==> src/rtl/mem_access_unit_pkg.sv <==
// mem_access_unit_pkg: funct3 codes, byte enables, FSM states
// and the alignment check shared by the memory-stage unit.
package mem_access_unit_pkg;

  localparam logic [2:0] F3_B  = 3'b000;
  localparam logic [2:0] F3_H  = 3'b001;
  localparam logic [2:0] F3_W  = 3'b010;
  localparam logic [2:0] F3_BU = 3'b100;
  localparam logic [2:0] F3_HU = 3'b101;

  localparam logic [3:0] BE_B = 4'b0001;
  localparam logic [3:0] BE_H = 4'b0011;
  localparam logic [3:0] BE_W = 4'b1111;

  typedef enum logic [1:0] {
    IDLE,
    BUSY,
    DONE
  } state_t;

  // Stores only accept the three signed codes.
  function automatic logic misaligned(
    input logic       st,
    input logic [2:0] f3,
    input logic [1:0] off
  );
    case (f3)
      F3_B:    return 1'b0;
      F3_H:    return off[0];
      F3_W:    return |off;
      F3_BU:   return st;
      F3_HU:   return st | off[0];
      default: return 1'b1;
    endcase
  endfunction

endpackage

==> src/rtl/mem_access_unit_if.sv <==
// mem_access_unit_if: data-memory valid/ready bus.
// master drives req/we/addr/wdata/be; slave returns ready/rdata/err.
interface mem_access_unit_if;
  logic        dmem_req;
  logic        dmem_we;
  logic [31:0] dmem_addr;
  logic [31:0] dmem_wdata;
  logic [3:0]  dmem_be;
  logic        dmem_ready;
  logic [31:0] dmem_rdata;
  logic        dmem_err;

  modport master (
    output dmem_req, dmem_we, dmem_addr,
    output dmem_wdata, dmem_be,
    input  dmem_ready, dmem_rdata, dmem_err
  );

  modport slave (
    input  dmem_req, dmem_we, dmem_addr,
    input  dmem_wdata, dmem_be,
    output dmem_ready, dmem_rdata, dmem_err
  );
endinterface

==> src/rtl/mem_access_unit_load_formatter.sv <==
// load_formatter: lane extract + sign/zero extend of a load word.
// In: rdata, byte offset, funct3. Out: 32-bit result.
module load_formatter
  import mem_access_unit_pkg::*;
(
  input  logic [31:0] rdata,
  input  logic [1:0]  off,
  input  logic [2:0]  funct3,
  output logic [31:0] result
);

  logic [31:0] sh;

  assign sh = rdata >> {off, 3'b000};

  always_comb begin
    result = sh;
    case (funct3)
      F3_B:    result = {{24{sh[7]}}, sh[7:0]};
      F3_H:    result = {{16{sh[15]}}, sh[15:0]};
      F3_BU:   result = {24'b0, sh[7:0]};
      F3_HU:   result = {16'b0, sh[15:0]};
      default: result = sh;
    endcase
  end

endmodule

==> src/rtl/mem_access_unit.sv <==
// mem_access_unit: M-stage load/store engine on a valid/ready bus.
// Ports: pipeline M inputs, ReadDataW/StallM/MisalignM/FaultM, bus.
module mem_access_unit
  import mem_access_unit_pkg::*;
#(
  parameter int TIMEOUT = 255
) (
  input  logic        clk,
  input  logic        rst_n,
  input  logic        MemReadM,
  input  logic        MemWriteM,
  input  logic [2:0]  Funct3M,
  input  logic [31:0] ALUResultM,
  input  logic [31:0] WriteDataM,
  output logic [31:0] ReadDataW,
  output logic        StallM,
  output logic        MisalignM,
  output logic        FaultM,
  mem_access_unit_if.master bus
);

  localparam int CW = $clog2(TIMEOUT + 1);
  localparam logic [CW-1:0] TLAST = CW'(TIMEOUT - 1);

  state_t        state;
  logic [CW-1:0] cnt;
  logic          fault_q;
  logic [2:0]    f3_q;
  logic [1:0]    off_q;

  logic          access;
  logic          is_st;
  logic          go;
  logic [1:0]    off;
  logic [3:0]    be_n;
  logic [31:0]   wd_n;
  logic [31:0]   ld_data;

  assign off       = ALUResultM[1:0];
  assign access    = MemReadM | MemWriteM;
  assign is_st     = MemWriteM & ~MemReadM;
  assign MisalignM = access & misaligned(is_st, Funct3M, off);
  assign go        = (state == IDLE) & access & ~MisalignM;
  assign StallM    = go | (state == BUSY);
  assign FaultM    = fault_q;

  always_comb begin
    be_n = BE_W;
    wd_n = WriteDataM;
    unique case (1'b1)
      (Funct3M[1:0] == 2'b00): begin
        be_n = BE_B << off;
        wd_n = {4{WriteDataM[7:0]}};
      end
      (Funct3M[1:0] == 2'b01): begin
        be_n = BE_H << off;
        wd_n = {2{WriteDataM[15:0]}};
      end
      default: ;
    endcase
  end

  load_formatter u_fmt (
    .rdata  (bus.dmem_rdata),
    .off    (off_q),
    .funct3 (f3_q),
    .result (ld_data)
  );

  always_ff @(posedge clk or negedge rst_n) begin
    if (!rst_n) begin
      state          <= IDLE;
      ReadDataW      <= '0;
      bus.dmem_req   <= 1'b0;
      bus.dmem_we    <= 1'b0;
      bus.dmem_addr  <= '0;
      bus.dmem_wdata <= '0;
      bus.dmem_be    <= '0;
      cnt            <= '0;
      fault_q        <= 1'b0;
      f3_q           <= '0;
      off_q          <= '0;
    end else begin
      unique case (state)
        IDLE: begin
          if (go) begin
            state          <= BUSY;
            bus.dmem_req   <= 1'b1;
            bus.dmem_we    <= is_st;
            bus.dmem_addr  <= {ALUResultM[31:2], 2'b00};
            bus.dmem_be    <= be_n;
            bus.dmem_wdata <= wd_n;
            f3_q           <= Funct3M;
            off_q          <= off;
            cnt            <= '0;
          end
        end
        BUSY: begin
          if (bus.dmem_ready) begin
            state        <= DONE;
            bus.dmem_req <= 1'b0;
            if (bus.dmem_err)
              fault_q <= 1'b1;
            else if (!bus.dmem_we)
              ReadDataW <= ld_data;
          end else if (cnt == TLAST) begin
            // Counter lands on TIMEOUT here and stays.
            state        <= DONE;
            bus.dmem_req <= 1'b0;
            fault_q      <= 1'b1;
            cnt          <= cnt + 1'b1;
          end else begin
            cnt <= cnt + 1'b1;
          end
        end
        DONE: begin
          state   <= IDLE;
          fault_q <= 1'b0;
        end
        default: state <= IDLE;
      endcase
    end
  end

endmodule

==> src/flat_wrapper.sv <==
// flat-port wrapper written by rule: the top's interface ports become plain ports
module mem_access_unit_flat import mem_access_unit_pkg::*;
#(
  parameter int TIMEOUT = 255
)
  (clk, rst_n, MemReadM, MemWriteM, Funct3M, ALUResultM, WriteDataM, ReadDataW, StallM, MisalignM, FaultM, bus_dmem_req, bus_dmem_we, bus_dmem_addr, bus_dmem_wdata, bus_dmem_be, bus_dmem_ready, bus_dmem_rdata, bus_dmem_err);
  mem_access_unit_if bus_i ();
  input  logic clk;
  input  logic rst_n;
  input  logic MemReadM;
  input  logic MemWriteM;
  input  logic [2:0] Funct3M;
  input  logic [31:0] ALUResultM;
  input  logic [31:0] WriteDataM;
  output logic [31:0] ReadDataW;
  output logic StallM;
  output logic MisalignM;
  output logic FaultM;
  output wire logic [$bits(bus_i.dmem_req)-1:0] bus_dmem_req;
  output wire logic [$bits(bus_i.dmem_we)-1:0] bus_dmem_we;
  output wire logic [$bits(bus_i.dmem_addr)-1:0] bus_dmem_addr;
  output wire logic [$bits(bus_i.dmem_wdata)-1:0] bus_dmem_wdata;
  output wire logic [$bits(bus_i.dmem_be)-1:0] bus_dmem_be;
  input wire logic [$bits(bus_i.dmem_ready)-1:0] bus_dmem_ready;
  input wire logic [$bits(bus_i.dmem_rdata)-1:0] bus_dmem_rdata;
  input wire logic [$bits(bus_i.dmem_err)-1:0] bus_dmem_err;
  assign bus_dmem_req = bus_i.dmem_req;
  assign bus_dmem_we = bus_i.dmem_we;
  assign bus_dmem_addr = bus_i.dmem_addr;
  assign bus_dmem_wdata = bus_i.dmem_wdata;
  assign bus_dmem_be = bus_i.dmem_be;
  assign bus_i.dmem_ready = bus_dmem_ready;
  assign bus_i.dmem_rdata = bus_dmem_rdata;
  assign bus_i.dmem_err = bus_dmem_err;
  mem_access_unit #(.TIMEOUT(TIMEOUT)) u_core (.clk(clk), .rst_n(rst_n), .MemReadM(MemReadM), .MemWriteM(MemWriteM), .Funct3M(Funct3M), .ALUResultM(ALUResultM), .WriteDataM(WriteDataM), .ReadDataW(ReadDataW), .StallM(StallM), .MisalignM(MisalignM), .FaultM(FaultM), .bus(bus_i));
endmodule
==> config.mk <==
export PLATFORM = sky130hd
export DESIGN_NAME = mem_access_unit_flat
export DESIGN_NICKNAME = d
export VERILOG_FILES = /design/src/rtl/mem_access_unit_pkg.sv /design/src/rtl/mem_access_unit_if.sv /design/src/rtl/mem_access_unit_load_formatter.sv /design/src/rtl/mem_access_unit.sv /design/src/flat_wrapper.sv
export SDC_FILE = /design/constraint.sdc
export NUM_CORES = 1
export LEC_CHECK = 0
export BUFFER_PORTS_ARGS = -buffer_cell sky130_fd_sc_hd__buf_2
export CORE_ASPECT_RATIO = 1.75
export CORE_UTILIZATION = 50
export DETAILED_ROUTE_END_ITERATION = 8
export PLACE_DENSITY = 0.81
export SETUP_SLACK_MARGIN = 0.5
export SLEW_MARGIN = 0
export SYNTH_ARGS = -nofsm -noshare
export SYNTH_HDL_FRONTEND = slang
export SYNTH_HIERARCHICAL = 1
export SYNTH_SLANG_ARGS = --single-unit
export TNS_END_PERCENT = 50
==> constraint.sdc <==
create_clock -name clk -period 2.01 [get_ports clk]
set_clock_uncertainty 0.15 [all_clocks]
set_input_delay 0 -clock clk [delete_from_list [all_inputs] [get_ports clk]]
set_output_delay 0 -clock clk [all_outputs]
set_load 0.05 [all_outputs]
==> results.py, run 1 <==
metrics = {
    "drt": {
        "dr.first_iter.drc_count": 299,
        "via_count": 5561,
        "drt_wl_total_um": 22100,
        "drtPass1Iterations": 4,
        "drt.antenna.violating_nets": 0,
        "drcViolationCount": 0,
        "route.detailed.wl_per_inst_um": 23.2,
        "drt-vias-per-instance": 5.83,
    },
    "grt": {
        "grt_usage": 0.392,
        "first_global_vias": 6054,
        "grt_pass1_wl_um": 32600,
        "grt-ovfl-total": 0,
        "number_of_antenna_violations_at_the_first_check_in_global_routing": 2,
        "grt_max_degree": 38,
    },
    "place": {
        "gpl.final_weighted_congestion": 0.836,
        "number_of_placed_cells_counting_well_taps": 789,
        "post-dp-hpwl_um": 10700,
        "io_buffer_count": 207,
    },
    "finish": {
        "filler_cell_count": 460,
        "final_nets": 916,
        "post_route_non_filler_standard_cell_count": 954,
        "syn2layout_area_growth_pct": 65.6,
        "drive_gt1_frac": 0.504,
    },
    "logic_synthesis": {
        "netlist.area_leader.share": 0.516,
        "ys.warnings.count": 6,
        "synth_area_per_cell_um2": 12.4,
        "synth_area_leaders": "sky130_fd_sc_hd__dfrtp_1 52%, sky130_fd_sc_hd__mux2_2 12%, sky130_fd_sc_hd__mux2_1 11%, sky130_fd_sc_hd__mux2i_1 5.3%, sky130_fd_sc_hd__nand2_1 2.1%",
        "yosysSeqAreaShare": 0.516,
        "postSynthRegisterBits": 116,
        "asyncSetResetFlopFracSynth": 1.00,
        "synth_area_leader_cell": "sky130_fd_sc_hd__dfrtp_1",
        "number_of_enable_type_register_cells_in_the_synthesized_netlist": 0,
        "synthMostInstantiatedCell": "sky130_fd_sc_hd__dfrtp_1",
        "netlist_area_um2": 5620,
        "synth_cell_type_count": 43,
        "synthesis.instances": 453,
        "main_flop_type_after_synthesis": "sky130_fd_sc_hd__dfrtp_1",
        "synth_commonest_cells": "116 x sky130_fd_sc_hd__dfrtp_1, 61 x sky130_fd_sc_hd__mux2_2, 57 x sky130_fd_sc_hd__mux2_1, 31 x sky130_fd_sc_hd__nand2_1, 30 x sky130_fd_sc_hd__mux2i_1",
    },
    "hold_path": {
        "worstHoldStart": "ALUResultM[0]",
        "min_to": "u_core/bus.dmem_be[2]",
        "min_path_type": "in2reg",
        "min_path_cells": 5,
    },
    "setup_path": {
        "r2r.worst_path.cells": 7,
        "worst_setup_path_startpoint": "u_core/off_q[0]",
        "max_stage_delay_ns": 0.50,
        "timing.critical_path.from_type": "flip-flop",
        "worst_ep_required_time_ns": 2.15,
        "worst_path_dominant_cell_family": "multiplexers",
        "setup.reg_to_reg.worst_slack_ns": -0.10,
        "worst-setup-path-type": "reg2reg",
        "crit_slowest_cell": "sky130_fd_sc_hd__dfrtp_2",
        "worst_r2r_start": "u_core/off_q[0]",
        "worstSetupEndpointType": "flip-flop",
        "worst-path-buf-inv": 2,
        "critical_path.cell_chain": "mux2i_4, mux2i_1, o211ai_2, buf_4, buf_12, o21ai_4, mux2_4",
        "arrival_ns": 2.25,
        "critical_path_peak_fanout": 8,
        "timing.rr.end": "u_core/ReadDataW[22]",
    },
    "timing": {
        "fin_hold_ws_ns": 0.0629,
        "min_period_over_period": 1.05,
        "report.final.hold_viol_count": 0,
        "setup_violations": 55,
        "clock.fmax_mhz": 474,
        "rsz0062_at_grt": "yes",
        "postLayoutSetupSlackWorst_ns": -0.100,
        "period_minus_slack_ns": 2.11,
        "final_max_slew_viol_count": 0,
    },
    "cts": {
        "clock_tree.root_cell": "sky130_fd_sc_hd__clkbuf_16",
        "cts.sinks": 116,
        "h-tree-depth": 4,
        "cts.reportedPaths.clkPinSlew_ns": 0.05,
        "max-clock-path-buffers": 2,
        "clock_tree_from_tritoncts": "built",
        "clk-insertion-delay-late_ns": 0.41,
        "cts_made_buffers": 17,
    },
    "outcome": {
        "failing_checks": "negative setup slack",
        "run_status": "finished with violations",
    },
    "floorplan": {
        "core_area_um2": 10800,
        "die_w_um": 82.1,
        "io_pins": 210,
        "die_area_um2": 11700,
        "die_y_um": 142,
        "start_util": 0.519,
        "rows": 50,
    },
    "power_and_ir_drop": {
        "power_density_nw_per_um2": 1620,
        "leakage_nw": 4.47,
        "vdd.ir_drop.worst_mv": 1.26,
    },
    "flow_run": {
        "cap_violations": 0,
    },
}
report_power, final:
group          internal (mW)  switching (mW)  leakage [nW]
Combinational           2.74            5.42          2.79
Clock                   1.84            1.09         0.274
Sequential              3.29           0.693          1.40
area by class of cell:
cell class	instances	area, um2	area share
multi-input combinational	304	2890	0.310
clock inverter	13	136	0.0147
inverter	7	26.3	0.00282
clock buffer	18	439	0.0472
antenna	3	7.51	0.000807
sequential	116	2900	0.312
tap	130	163	0.0175
timing repair buffer	363	2750	0.295
layout by cell type, fill, tap and decap left out, drive strengths merged, types with 5 or more instances in the layout:
| cell | count |
|---|---|
| clkinv | 7 |
| dlygate4sd3 | 101 |
| nor2b | 12 |
| buf | 259 |
| inv | 7 |
| dfrtp | 116 |
| o21ai | 20 |
| mux2i | 30 |
| nand2 | 31 |
| nand3 | 5 |
| nor2 | 27 |
| a21oi | 11 |
| a211oi | 14 |
| clkbuf | 20 |
| mux2 | 118 |
worst min-delay path, cell delays in order:
cell                      delay, ns
sky130_fd_sc_hd__buf_2         0.10
sky130_fd_sc_hd__buf_4         0.14
sky130_fd_sc_hd__a21oi_1       0.11
sky130_fd_sc_hd__or2_2         0.10
sky130_fd_sc_hd__mux2_2        0.13
through the flow:
step	util	setup slack, ns	cell area (um2)	TNS (ns)	power, mW
2_1_floorplan	-	0.214	5640	0	8.65
4_1_cts	0.841	-0.0408	9100	-0.246	14.3
5_1_grt	0.860	-0.116	9300	-4.46	15.5
3_3_place_gp	0.642	0.0423	6950	0	10.3
6_report	0.860	-0.100	9310	-1.85	15.1
3_5_place_dp	0.642	0.00414	6950	0	10.5
worst max-delay path by stage:
stage / endpoint / cells after the start
after floorplan: u_core/f3_q[0] / 5
after global placement: u_core/bus.dmem_wdata[0] / 6
after detailed placement: u_core/bus.dmem_wdata[3] / 6
after CTS: StallM / 6
after global routing: u_core/ReadDataW[22] / 7
final: u_core/ReadDataW[22] / 7
layer usage:
metal / global-route usage / part of all wire
met4: 0.258 / 0.064
met2: 0.657 / 0.52
met1: 0.381 / 0.33
met5: 0 / 0
met3: 0.163 / 0.082
cells by family after synthesis:
family          count (synthesis)  synth area share
compound gates                 54            0.0628
flops                         116             0.516
mux                           148             0.290
simple gates                   93            0.0797
fa+ha+maj                       2           0.00445
buf+inv                        34            0.0383
other cells                     1          0.000667
xor+xnor                        5           0.00779
timing repair:
item                                    in CTS  in global routing
hold endpoints to repair                   219                  0
pin swaps                                   25                  3
endpoints found under the setup margin     117                135
gates resized for setup                     90                 21
setup buffers                               17                  6
cloned                                       5                  2
hold buffers                               101                  0
state kept, by name (all words and copies together), names as in the netlist:
signal,cells
u_core/FaultM,1
u_core/ReadDataW,32
u_core/bus.dmem_addr,30
u_core/bus.dmem_be,4
u_core/bus.dmem_req,1
u_core/bus.dmem_wdata,32
u_core/bus.dmem_we,1
u_core/cnt,8
u_core/f3_q,3
u_core/off_q,2
u_core/state,2
No activity file was read; power rests on OpenSTA's default activity.
==> run 2, diff against run 1 <==
Settings changed: RECOVER_POWER from default to 25, REMOVE_ABC_BUFFERS from default to 1.
==> run 2 against run 1 <==
  * The run still ends with negative setup slack left
  * Sequential power barely moved
  * Sequential share of layout area decreased by 0.15 points
  * Via count fell by 1.7%
  * Die area is the same
  * Critical path depth fell by 1
  * Global-route usage down 3.5 points
  * Final cell count decreased by 0.42%
  * Sequential cell count unchanged
  * Combinational power is 2.8% lower
  * Clock power increased by 14%
  * Power grew 1.3%
  * Routed wire length decreased by 2.5%
==> results.py, run 2 (same netlist as run 1, synthesis figures left out) <==
metrics = {
    "timing": {
        "timing.setup.tns_ns": -1.15,
        "relSlewSlack": 0.260,
        "final_max_slew_viol_count": 0,
        "postLayoutSetupSlackWorst_ns": -0.0940,
        "worst_slew_pin_slew_ns": 1.11,
        "min_period_over_period": 1.05,
        "report.final.hold_viol_count": 0,
        "rsz0062_at_grt": "yes",
        "setup_violations": 39,
        "period_minus_slack_ns": 2.10,
        "clock.fmax_mhz": 475,
    },
    "cts": {
        "cts.reportedPaths.clkPinSlew_ns": 0.06,
        "max-clock-path-buffers": 2,
        "clk-insertion-delay-late_ns": 0.42,
        "h-tree-depth": 4,
        "clock_tree.root_cell": "sky130_fd_sc_hd__clkbuf_16",
        "cts_made_buffers": 17,
        "clock_tree_from_tritoncts": "built",
        "cts.sinks": 116,
    },
    "setup_path": {
        "timing.rr.end": "u_core/bus.dmem_wdata[26]",
        "crit_slowest_cell": "sky130_fd_sc_hd__dfrtp_1",
        "critical_path.cell_chain": "or3_4, nor3_4, buf_6, buf_8, buf_16, mux2_1",
        "setup.reg_to_reg.worst_slack_ns": -0.09,
        "worstSetupEndpointType": "flip-flop",
        "max_stage_delay_ns": 0.42,
        "critical_path_peak_fanout": 13,
        "cp_num_cells": 6,
        "worst_r2r_start": "u_core/state[1]",
        "arrival_ns": 2.23,
        "worst_ep_required_time_ns": 2.14,
        "worst-setup-path-type": "reg2reg",
        "r2r.worst_path.cells": 6,
        "worst-path-buf-inv": 3,
        "timing.critical_path.from_type": "flip-flop",
        "worst_path_dominant_cell_family": "simple AND/OR/NAND/NOR gates",
    },
    "power_and_ir_drop": {
        "leakage_nw": 4.57,
        "switchingPower_mw": 6.96,
        "p_int_mw": 8.29,
        "power.share.sequential": 0.261,
        "p_sw_frac": 0.456,
        "power_frac_clock": 0.219,
        "comb_power_share": 0.520,
        "vdd.ir_drop.worst_mv": 1.49,
        "power_density_nw_per_um2": 1630,
    },
    "place": {
        "pre_cts_setup_slack_ns": 0.0506,
        "gpl.final_weighted_congestion": 0.818,
        "post-dp-hpwl_um": 10700,
        "io_buffer_count": 207,
    },
    "floorplan": {
        "rows": 50,
        "core_area_um2": 10800,
        "die_y_um": 142,
        "die_area_um2": 11700,
        "start_util": 0.519,
        "die_w_um": 82.1,
        "io_pins": 210,
    },
    "drt": {
        "drtPass1Iterations": 6,
        "dr.first_iter.drc_count": 229,
        "route.detailed.wl_per_inst_um": 22.7,
        "via_count": 5465,
        "drt_wl_total_um": 21600,
        "drt.antenna.violating_nets": 0,
        "drcViolationCount": 0,
        "drt-vias-per-instance": 5.75,
    },
    "hold_path": {
        "min_path_type": "in2reg",
        "min_path_cells": 3,
        "min_to": "u_core/f3_q[0]",
        "worstHoldStart": "Funct3M[0]",
    },
    "finish": {
        "syn2layout_area_growth_pct": 66.4,
        "final_common_cell": "sky130_fd_sc_hd__buf_2",
        "drive_gt1_frac": 0.506,
        "final_nets": 914,
        "top_library_cells_by_usage_in_the_layout_fill_and_taps_aside": "205 x sky130_fd_sc_hd__buf_2, 115 x sky130_fd_sc_hd__dfrtp_1, 97 x sky130_fd_sc_hd__dlygate4sd3_1, 60 x sky130_fd_sc_hd__mux2_4, 36 x sky130_fd_sc_hd__mux2_1",
        "fin_util": 0.864,
        "largest_registers": "u_core/ReadDataW: 32 flops, u_core/bus.dmem_wdata: 32 flops, u_core/bus.dmem_addr: 30 flops",
    },
    "grt": {
        "grt_pass1_wl_um": 30400,
        "grt_usage": 0.357,
        "grt-ovfl-total": 0,
        "number_of_antenna_violations_at_the_first_check_in_global_routing": 2,
        "first_global_vias": 5995,
        "grt_max_degree": 45,
    },
    "outcome": {
        "failing_checks": "negative setup slack",
        "run_status": "finished with violations",
    },
    "flow_run": {
        "cap_violations": 0,
    },
}
-- run 2: changes by cell type in the layout (fill, tap and decap cells not counted), sizes merged --
| cell | delta |
|---|---|
| dlygate4sd3 | -4 |
| clkbuf | +6 |
| diode | -1 |
| buf | -1 |
| clkinvlp | -3 |
| bufinv | +3 |
| clkinv | -4 |
-- run 2: what timing repair did --
| action | CTS | global route |
|---|---|---|
| buffers inserted | 20 | 3 |
| endpoints found under the hold margin | 221 | 1 |
| pin swaps | 11 | 13 |
| hold buffers | 96 | 1 |
| resized for setup | 82 | 51 |
| cloned | 6 | 1 |
| endpoints found under the setup margin | 116 | 117 |
-- run 2: worst max path at each step --
stage | end | from | slack, ns
floorplan | u_core/bus.dmem_addr[31] | u_core/state[1] | -5.36
global placement | u_core/bus.dmem_wdata[3] | Funct3M[0] | 0.07
detailed placement | u_core/bus.dmem_wdata[6] | u_core/state[0] | 0.05
CTS | u_core/bus.dmem_wdata[2] | u_core/state[1] | -0.03
global route | StallM | u_core/state[1] | -0.12
finish | u_core/bus.dmem_wdata[26] | u_core/state[1] | -0.09
-- run 2: area by class of cell --
type	count	area [um2]
antenna	2	5.00
clock buffer	21	470
clock inverter	9	176
fill	479	1470
inverter	7	28.8
multi-input combinational	304	2900
sequential	116	2900
tap	130	163
timing repair buffer	361	2710
-- run 2: worst register-to-register path, cell delays in order (launching register included) --
cell and delay, ns:
sky130_fd_sc_hd__dfrtp_1 0.42, sky130_fd_sc_hd__or3_4 0.41, sky130_fd_sc_hd__nor3_4 0.17, sky130_fd_sc_hd__buf_6 0.14
sky130_fd_sc_hd__buf_8 0.14, sky130_fd_sc_hd__buf_16 0.16, sky130_fd_sc_hd__mux2_1 0.36
-- run 2: stage by stage --
stage / instance area [um2] / hold slack (ns) / std cells / power, mW
2_1_floorplan: 5440 / -0.446 / 427 / 8.54
3_3_place_gp: 6910 / -0.0882 / 791 / 10.2
3_5_place_dp: 6910 / -0.0751 / 791 / 10.4
4_1_cts: 9100 / -0.0615 / 943 / 14.6
5_1_grt: 9350 / 0.0238 / 950 / 15.7
6_report: 9350 / 0.0252 / 950 / 15.3
-- run 2: per-layer routing --
| layer | wire length (um) | GRT usage |
|---|---|---|
| met2 | 11500 | 0.620 |
| met3 | 1450 | 0.0955 |
| met1 | 7050 | 0.346 |
| met4 | 1530 | 0.268 |
| met5 | 0 | 0 |
-- run 2: power by group through the flow --
stage	combinational [mW]	sequential [mW]	clock [mW]
global placement	6.44	3.81	0
detailed placement	6.54	3.87	0
global route	8.19	4.06	3.46
CTS	7.38	3.87	3.34
floorplan	1.58	6.96	0
finish	7.93	3.98	3.34
